`src/rtl/ps2_host_tx.sv`:
```
`default_nettype none
// ============================================================================
// Module      : ps2_host_tx
// Description : PS/2 host-to-device command transmitter. Sends one byte to the
//               keyboard using the request-to-send sequence. It shifts the
//               frame out on device-generated clock edges and checks the
//               device ACK. The pin outputs are open-drain enables (1 = pull
//               low). The parent module builds the tri-state pads.
// Ports       : clock        system clock
//               resetn       asynchronous active-low reset
//               send_cmd     1-cycle request, sampled only when idle
//               command      byte to send, latched on acceptance
//               ps2_clk_in   raw ps2_clock pin (asynchronous)
//               ps2_data_in  raw ps2_data pin (asynchronous)
//               ps2_clk_oe   1 = drive ps2_clock low
//               ps2_data_oe  1 = drive ps2_data low
//               busy         transfer in progress
//               cmd_sent     1-cycle pulse on an ACKed transfer
//               error        1-cycle pulse on NACK or watchdog timeout
// Revision    : 1.0 - initial release
// ============================================================================
module ps2_host_tx #(
  parameter int INHIBIT_CYCLES = 6000,
  parameter int TIMEOUT_CYCLES = 1000000
) (
  input  logic       clock,
  input  logic       resetn,
  input  logic       send_cmd,
  input  logic [7:0] command,
  input  logic       ps2_clk_in,
  input  logic       ps2_data_in,
  output logic       ps2_clk_oe,
  output logic       ps2_data_oe,
  output logic       busy,
  output logic       cmd_sent,
  output logic       error
);

  localparam int IW = (INHIBIT_CYCLES > 1) ? $clog2(INHIBIT_CYCLES) : 1;
  localparam int TW = (TIMEOUT_CYCLES > 1) ? $clog2(TIMEOUT_CYCLES) : 1;
  localparam logic [IW-1:0] c_inh_last = IW'(INHIBIT_CYCLES - 1);
  localparam logic [TW-1:0] c_wd_last  = TW'(TIMEOUT_CYCLES - 1);

  typedef enum logic [2:0] {
    S_IDLE      = 3'd0,
    S_INHIBIT   = 3'd1,
    S_REQ       = 3'd2,
    S_SEND      = 3'd3,
    S_ACK       = 3'd4,
    S_WAIT_IDLE = 3'd5,
    S_DONE      = 3'd6,
    S_FAIL      = 3'd7
  } state_t;

  state_t          r_state;
  logic [9:0]      r_shift;
  logic [3:0]      r_bit_cnt;
  logic [IW-1:0]   r_inh_cnt;
  logic [TW-1:0]   r_wd_cnt;
  logic            r_clk_oe;
  logic            r_data_oe;
  logic            r_busy;
  logic            r_cmd_sent;
  logic            r_error;

  // Pin synchronizers. They reset to 1 because that is the idle line level.
  logic r_clk_s1, r_clk_s2, r_clk_hist;
  logic r_dat_s1, r_dat_s2;
  logic w_clk_fall;

  always_ff @(posedge clock or negedge resetn) begin
    if (!resetn) begin
      r_clk_s1   <= 1'b1;
      r_clk_s2   <= 1'b1;
      r_clk_hist <= 1'b1;
      r_dat_s1   <= 1'b1;
      r_dat_s2   <= 1'b1;
    end else begin
      r_clk_s1   <= ps2_clk_in;
      r_clk_s2   <= r_clk_s1;
      r_clk_hist <= r_clk_s2;
      r_dat_s1   <= ps2_data_in;
      r_dat_s2   <= r_dat_s1;
    end
  end

  assign w_clk_fall = r_clk_hist & ~r_clk_s2;

  always_ff @(posedge clock or negedge resetn) begin
    if (!resetn) begin
      r_state    <= S_IDLE;
      r_shift    <= '0;
      r_bit_cnt  <= '0;
      r_inh_cnt  <= '0;
      r_wd_cnt   <= '0;
      r_clk_oe   <= 1'b0;
      r_data_oe  <= 1'b0;
      r_busy     <= 1'b0;
      r_cmd_sent <= 1'b0;
      r_error    <= 1'b0;
    end else begin
      // Status outputs are single-cycle pulses unless re-asserted below.
      r_cmd_sent <= 1'b0;
      r_error    <= 1'b0;
      case (r_state)
        S_IDLE: begin
          r_clk_oe  <= 1'b0;
          r_data_oe <= 1'b0;
          r_busy    <= 1'b0;
          if (send_cmd) begin
            // Frame sent LSB first: data bits, odd parity, stop bit.
            r_shift   <= {1'b1, ~^command, command};
            r_inh_cnt <= '0;
            r_clk_oe  <= 1'b1;
            r_busy    <= 1'b1;
            r_state   <= S_INHIBIT;
          end
        end
        S_INHIBIT: begin
          if (r_inh_cnt == c_inh_last) begin
            r_data_oe <= 1'b1;  // start bit, clock still held low
            r_state   <= S_REQ;
          end else begin
            r_inh_cnt <= r_inh_cnt + 1'b1;
          end
        end
        S_REQ: begin
          // Release the clock. The start bit stays driven until the device
          // clocks it in.
          r_clk_oe  <= 1'b0;
          r_bit_cnt <= '0;
          r_wd_cnt  <= '0;
          r_state   <= S_SEND;
        end
        S_SEND, S_ACK, S_WAIT_IDLE: begin
          if (r_wd_cnt == c_wd_last) begin
            // The device stopped responding. Let go of both lines.
            r_clk_oe  <= 1'b0;
            r_data_oe <= 1'b0;
            r_error   <= 1'b1;
            r_state   <= S_FAIL;
          end else begin
            r_wd_cnt <= r_wd_cnt + 1'b1;
            if (r_state == S_SEND) begin
              if (w_clk_fall) begin
                r_data_oe <= ~r_shift[0];
                r_shift   <= {1'b0, r_shift[9:1]};
                r_bit_cnt <= r_bit_cnt + 1'b1;
                if (r_bit_cnt == 4'd9) begin
                  r_state <= S_ACK;
                end
              end
            end else if (r_state == S_ACK) begin
              if (w_clk_fall) begin
                if (!r_dat_s2) begin
                  r_state <= S_WAIT_IDLE;
                end else begin
                  r_data_oe <= 1'b0;
                  r_error   <= 1'b1;
                  r_state   <= S_FAIL;
                end
              end
            end else begin
              // The device must release both lines before the bus is
              // considered free again.
              if (r_clk_s2 && r_dat_s2) begin
                r_cmd_sent <= 1'b1;
                r_state    <= S_DONE;
              end
            end
          end
        end
        S_DONE: begin
          r_busy  <= 1'b0;
          r_state <= S_IDLE;
        end
        S_FAIL: begin
          r_clk_oe  <= 1'b0;
          r_data_oe <= 1'b0;
          r_busy    <= 1'b0;
          r_state   <= S_IDLE;
        end
        default: begin
          r_clk_oe  <= 1'b0;
          r_data_oe <= 1'b0;
          r_busy    <= 1'b0;
          r_state   <= S_IDLE;
        end
      endcase
    end
  end

  assign ps2_clk_oe  = r_clk_oe;
  assign ps2_data_oe = r_data_oe;
  assign busy        = r_busy;
  assign cmd_sent    = r_cmd_sent;
  assign error       = r_error;

endmodule
`default_nettype wire

```
`config.mk`:
```
export PLATFORM = sky130hd
export DESIGN_NAME = ps2_host_tx
export DESIGN_NICKNAME = d
export VERILOG_FILES = /design/src/rtl/ps2_host_tx.sv
export SDC_FILE = /design/constraint.sdc
export NUM_CORES = 1
export LEC_CHECK = 0
export ABC_AREA = 1
export ABC_CLOCK_PERIOD_IN_PS = 1600
export BUFFER_PORTS_ARGS = -buffer_cell sky130_fd_sc_hd__buf_4
export CELL_PAD_IN_SITES_DETAIL_PLACEMENT = 2
export CELL_PAD_IN_SITES_GLOBAL_PLACEMENT = 2
export CORE_UTILIZATION = 32
export DETAILED_ROUTE_END_ITERATION = 10
export GPL_ROUTABILITY_DRIVEN = 0
export GPL_TIMING_DRIVEN = 0
export MAX_ROUTING_LAYER = met4
export PLACE_DENSITY_LB_ADDON = 0.1
export SETUP_SLACK_MARGIN = 0.02
export SLEW_MARGIN = 15
export SYNTH_ARGS = -nofsm -noshare
export SYNTH_HDL_FRONTEND = slang
export SYNTH_SLANG_ARGS = --single-unit
```
`constraint.sdc`:
```
create_clock -name clock -period 1.6 [get_ports clock]
set_input_delay 0.32 -clock clock [delete_from_list [all_inputs] [get_ports clock]]
set_output_delay 0.32 -clock clock [all_outputs]
set_load 0.03 [all_outputs]
```
==> impl_metrics.py, run 1 <==
metrics = {
    "routing": {
        "viasPerCell": 5.30,
        "vias": 3930,
        "wirelength_um": 15900,
        "drt-wirelength-per-cell_um": 21.4,
        "drc_errors": 0,
        "drtPass1Iterations": 4,
        "drt-initial-drc-count": 117,
        "ant_nets": 0,
    },
    "yosys": {
        "ys_ff_latch": 60,
        "synth_most_common_cell": "nand2_1",
        "synth_top_cell_by_area": "dfrtp_1",
        "yosys_warnings": 0,
        "ys_seq_area_share_pct": 40.6,
        "ys.flop_type": "dfrtp_1",
        "yosysTopAreaCellShare_pct": 37.0,
        "synthCells": 516,
        "async_reset_ff_share_pct": 100,
        "synth_fp_nets": 536,
        "synth_area_leaders": "dfrtp_1, nand2_1, nand3_1",
        "post_synth.cell_area_avg_um2": 7.20,
        "ys_top_cells_by_count": "nand2_1, dfrtp_1, nor2_1, inv_1, nand3_1",
        "netlist_area_um2": 3720,
        "synth_edf_count": 0,
        "synth_cell_type_count": 32,
    },
    "clocking": {
        "cts_tree": "done",
        "insertion_delay_ps": 350,
        "cts_buffers": 9,
        "cts.htree.levels": 3,
        "root_buffer": "clkbuf_16",
        "path_clk_slew_ps": 70,
        "clk_path_buf_depth": 2,
        "clock-sinks": 60,
    },
    "power_and_ir_drop": {
        "p_leak_nw": 2.31,
        "powerDensity_nw_per_um2": 1780,
        "ir_drop_mv": 1.04,
    },
    "cells_and_area": {
        "layout.nets": 616,
        "area_growth_pct": 38.4,
        "design_area_um2": 5140,
        "diodes": 0,
        "finish.utilization_pct": 46.4,
        "nFillCells": 1265,
        "multiInputGateArea_um2": 2330,
        "drive_gt1_share_pct": 31.6,
        "regArea_um2": 1520,
    },
    "die": {
        "core_area_um2": 11100,
        "fp.dieH_um": 110,
        "start_util_pct": 33.5,
        "ios": 18,
        "num_rows": 38,
        "dieArea_um2": 12000,
        "die_w_um": 110,
    },
    "min_path": {
        "hold_path_class": "in -> async",
    },
    "critical_path": {
        "worstSetupPathType": "reg -> reg",
        "reg2reg_depth": 8,
        "cp_max_fo": 8,
        "critPathLaunchType": "flop",
        "worstPathArrival_ps": 2000,
        "end_kind": "flop",
        "cp.required_ps": 1830,
    },
    "status": {
        "violations": "negative setup slack",
        "status": "finished, violations left",
    },
    "sta": {
        "finalHoldViolCount": 0,
        "fin_skew_ps": 11.1,
        "tns_ps": -2330,
        "grt_setup_unrepaired": "true",
        "fin_ws_ps": -162,
        "post-route-period-util_pct": 110,
        "worst_pin_slew_ps": 851,
        "finalSetupViolations": 33,
        "period_needed_ps": 1760,
        "relSlewSlack_pct": 43.3,
        "report.final.slew_viol_count": 0,
        "hold-worst-slack_ps": 72.3,
        "fmax_mhz": 568,
    },
    "global_route": {
        "antenna_found_initial": 0,
        "gr-total-overflow": 0,
        "grt_max_degree": 61,
        "grt_pass1_vias": 4202,
        "grt_first_pass_wirelength_um": 22500,
        "track_usage_pct": 26.0,
    },
    "placement": {
        "io_buffers": 17,
        "preCtsSetupSlack_ps": -430,
        "post_dp_cell_area_um2": 4030,
        "hpwlAfterDp_um": 8960,
    },
    "job": {
        "maxCapViolations": 0,
    },
}
[registers in the layout, indices dropped and copies added (netlist names)]
name / flops
busy: 1
cmd_sent: 1
error: 1
ps2_clk_oe: 1
ps2_data_oe: 1
r_bit_cnt: 4
r_clk_hist: 1
r_clk_s1: 1
r_clk_s2: 1
r_dat_s1: 1
r_dat_s2: 1
r_inh_cnt: 13
r_shift: 10
r_state: 3
r_wd_cnt: 20
[layout by cell type (no fill, tap or decap), drive strengths merged, types with 5 or more instances in the layout]
master  instances
nand2         185
buf            77
a21oi           5
inv            49
o22ai           6
dfrtp          55
xor2           16
dfstp           5
nand3          49
o21ai          33
xnor2           7
nor3           12
nand4          17
ha              7
clkbuf         12
nor2           52
[where the power goes]
group          internal, mW  leakage [nW]  switching [mW]  total (mW)
combinational          1.92          1.40            3.14        5.05
clock                  1.13         0.135           0.803        1.93
sequential             1.84         0.775           0.347        2.19
total                  4.89          2.31            4.29        9.18
[metrics by stage]
stage	power (mW)	std cells
after global placement	5.13	673
final	9.18	741
after CTS	8.17	719
after detailed placement	5.31	673
after floorplan	4.23	516
after global routing	9.68	741
[layout make-up]
cell class	count	share of cell area, %
multi-input combinational	399	45.3
timing repair buffer	68	10.5
inverter	49	3.77
sequential	60	29.6
clock inverter	4	0.487
buffer	9	2.04
tap	140	3.41
clock buffer	12	4.99
[logic make-up (layout without fill, tap and decap cells)]
group,Yosys count,count (layout),share of synthesized area [%]
xor+xnor,23,23,5.42
flops,60,60,40.6
compound gates,49,49,7.14
fa+ha+maj,7,7,2.36
simple gates,318,320,37.8
buf+inv,59,142,6.70
[what timing repair did]
| item | in CTS | in global routing |
|---|---|---|
| pin swaps | 13 | 24 |
| hold buffers | 0 | 0 |
| cloned | 3 | 0 |
| endpoints found under the setup margin | 54 | 53 |
| setup buffers | 27 | 23 |
| gates resized for setup | 61 | 67 |
[metal layers]
metal / up-vias / part of all wire (%) / GRT usage [%]
met3: 32 / 2.1 / 4.56
met1: 2013 / 42 / 31.5
met5: - / 0 / -
met4: 0 / 2.9 / 9.05
met2: 53 / 52 / 43.6
li1: 1832 / - / -
[critical path, stage by stage, from the launching register on]
cell and delay (ps):
dfrtp_1 440, ha_4 190, nand3_4 110, nor3_4 300, nand3_2 160, nand2_4 150
inv_2 110, nand3_1 100, o21ai_1 80
[worst paths after layout]
kind | startpoint | end | slack, ps
max | r_inh_cnt[0] | r_inh_cnt[5] | -160
min | resetn | r_wd_cnt[9] | 70
max reg2reg | r_inh_cnt[0] | r_inh_cnt[5] | -160
min reg2reg | r_dat_s1 | r_dat_s2 | 360
max in group asynchronous | resetn | r_wd_cnt[13] | 900
min in group clock | ps2_clk_in | r_clk_s1 | 80
No activity file was read; power rests on OpenSTA's default activity.
==> inputs of run 2 (changes only) <==
ABC_CLOCK_PERIOD_IN_PS = 1650   (was 1600)
CELL_PAD_IN_SITES_DETAIL_PLACEMENT = 0   (was 2)
CELL_PAD_IN_SITES_GLOBAL_PLACEMENT = 1   (was 2)
CORE_UTILIZATION = 45   (was 32)
clock period = 1.65 ns   (was 1.6 ns; I/O delays follow)
==> run 2 against run 1 <==
Net effect:
- the run now ends clean
- clock-buffer cell count down 1
- total power down 18%
- final cell count down 8.1%
- clock skew down 3.0 ps
- setup slack better by 200 ps
- sequential share of layout area up 2.7 points
- non-clock buffer count down 23
- critical path type unchanged
- highest routed layer unchanged
==> impl_metrics.py, run 2 (synthesis results as in run 1) <==
metrics = {
    "status": {
        "status": "finished, final reports clean",
    },
    "clocking": {
        "hold_buffers": 0,
        "cts_tree": "done",
        "path_clk_slew_ps": 70,
        "clk_path_buf_depth": 2,
        "cts_buffers": 9,
        "root_buffer": "clkbuf_8",
        "cts.htree.levels": 3,
        "insertion_delay_ps": 340,
        "clock-sinks": 60,
    },
    "routing": {
        "drtPass1Iterations": 4,
        "vias": 3569,
        "wl_met1_um": 4710,
        "routed.top_layer": "met4",
        "drc_errors": 0,
        "wirelength_um": 9970,
        "wl_met3_um": 343,
        "wl_met2_um": 4700,
        "drt-initial-drc-count": 199,
        "viasPerCell": 5.24,
        "ant_nets": 0,
        "drt-wirelength-per-cell_um": 14.6,
    },
    "sta": {
        "fin_ws_ps": 36.2,
        "relSlewSlack_pct": 48.3,
        "fmax_mhz": 620,
        "period_needed_ps": 1610,
        "grt_setup_unrepaired": "true",
        "finalHoldViolCount": 0,
        "finalSetupViolations": 0,
        "post-route-period-util_pct": 97.8,
        "worst_pin_slew_ps": 776,
        "report.final.slew_viol_count": 0,
        "fin_skew_ps": 8.10,
    },
    "critical_path": {
        "cp_max_fo": 6,
        "end_kind": "flop",
        "worstSetupPathType": "reg -> reg",
        "worstPathArrival_ps": 1850,
        "critPathLaunchType": "flop",
        "cp.required_ps": 1890,
    },
    "die": {
        "start_util_pct": 47.4,
        "dieArea_um2": 8630,
        "fp.dieH_um": 92.9,
        "num_rows": 32,
        "die_w_um": 92.9,
        "ios": 18,
        "core_area_um2": 7850,
    },
    "job": {
        "maxCapViolations": 0,
    },
    "global_route": {
        "gr-total-overflow": 0,
        "track_usage_pct": 23.3,
        "grt_first_pass_wirelength_um": 15100,
        "grt_max_degree": 61,
        "antenna_found_initial": 0,
        "grt_pass1_vias": 3121,
    },
    "cells_and_area": {
        "regMostFlops": "r_wd_cnt",
        "final_cell_mix": "nand2_1, dfrtp_1, nor2_1",
        "layout.nets": 594,
        "layout.cells.most_common": "nand2_1",
        "stdcell_count": 681,
        "diodes": 0,
        "drive_gt1_share_pct": 22.8,
        "design_area_um2": 4690,
        "largest_reg_flops": 20,
        "reg.largest.list": "r_wd_cnt x20, r_inh_cnt x13, r_shift x10",
        "area_growth_pct": 26.2,
    },
    "min_path": {
        "hold_path_class": "in -> async",
    },
    "power_and_ir_drop": {
        "p_clk_share_pct": 18.9,
        "internal-power_mw": 4.15,
        "fin_total_pwr_mw": 7.52,
        "powerDensity_nw_per_um2": 1600,
        "p_switching_mw": 3.37,
        "seq_power_share_pct": 27.5,
        "p_leak_nw": 2.13,
        "p_comb_share_pct": 53.6,
        "p_sw_share_pct": 44.8,
        "ir_drop_mv": 1.07,
    },
    "placement": {
        "preCtsSetupSlack_ps": -348,
        "place_inst": 635,
        "hpwlAfterDp_um": 6380,
        "io_buffers": 17,
        "post_dp_cell_area_um2": 3970,
    },
}
==> run 2: repair_timing <==
item                       4_1_cts  5_1_grt
gates cloned                     0        4
buffers inserted                 9       17
pin swaps                        3       12
setup endpoints to repair       53       51
gates resized for setup         19       59
hold endpoints to repair         0        0
==> run 2: through the flow <==
stage / util (%) / TNS [ps] / hold slack, ps
2_1_floorplan: - / 0 / 34.4
4_1_cts: 55.2 / 0 / 74.7
3_5_place_dp: 50.6 / -14640 / 347
3_3_place_gp: 50.6 / -13940 / 346
5_1_grt: 59.7 / -394 / 64.9
6_report: 59.7 / 0 / 63.6
==> run 2: cell type report <==
cell class | count | area, um2
fillers | 767 | 3160
clock inverters | 5 | 58.8
flip-flops and latches | 60 | 1510
inverters | 49 | 196
plain buffers | 10 | 95.1
well taps | 102 | 128
clock buffers | 11 | 151
repair buffers | 44 | 344
multi-input cells | 400 | 2200
==> run 2: power by group through the flow <==
stage / registers [mW] / clock network [mW] / logic [mW]
6_report: 2.07 / 1.42 / 4.03
5_1_grt: 2.10 / 1.52 / 4.41
4_1_cts: 2.02 / 1.46 / 3.09
3_5_place_dp: 2.05 / 0 / 2.81
3_3_place_gp: 2.05 / 0 / 2.78
2_1_floorplan: 2.07 / 0 / 2.02
==> run 2: critical path: stages (launching register included) <==
cell     delay [ps]
dfrtp_2         490
buf_4           170
nand3_2         100
nand3_4          90
buf_12          150
nand2_4         100
buf_4           140
nand2_4          60
a21oi_1         140
nor2_1           70
==> run 2: final timing paths <==
path	from	endpoint	slack (ps)	cells after the start
setup / recovery	r_state[0]	r_wd_cnt[3]	40	9
hold / removal	resetn	r_wd_cnt[11]	60	1
setup reg to reg	r_state[0]	r_wd_cnt[3]	40	9
hold reg to reg	r_dat_s1	r_dat_s2	360	0
max in group asynchronous	resetn	r_state[1]	1030	1
min in group clock	ps2_data_in	r_dat_s1	90	1
==> run 2: routing by layer <==
layer  GRT usage (%)  vias up
li1                -     1791
met5               -        -
met4            8.72        0
met3            4.11       20
met2            34.4       70
met1            31.9     1688
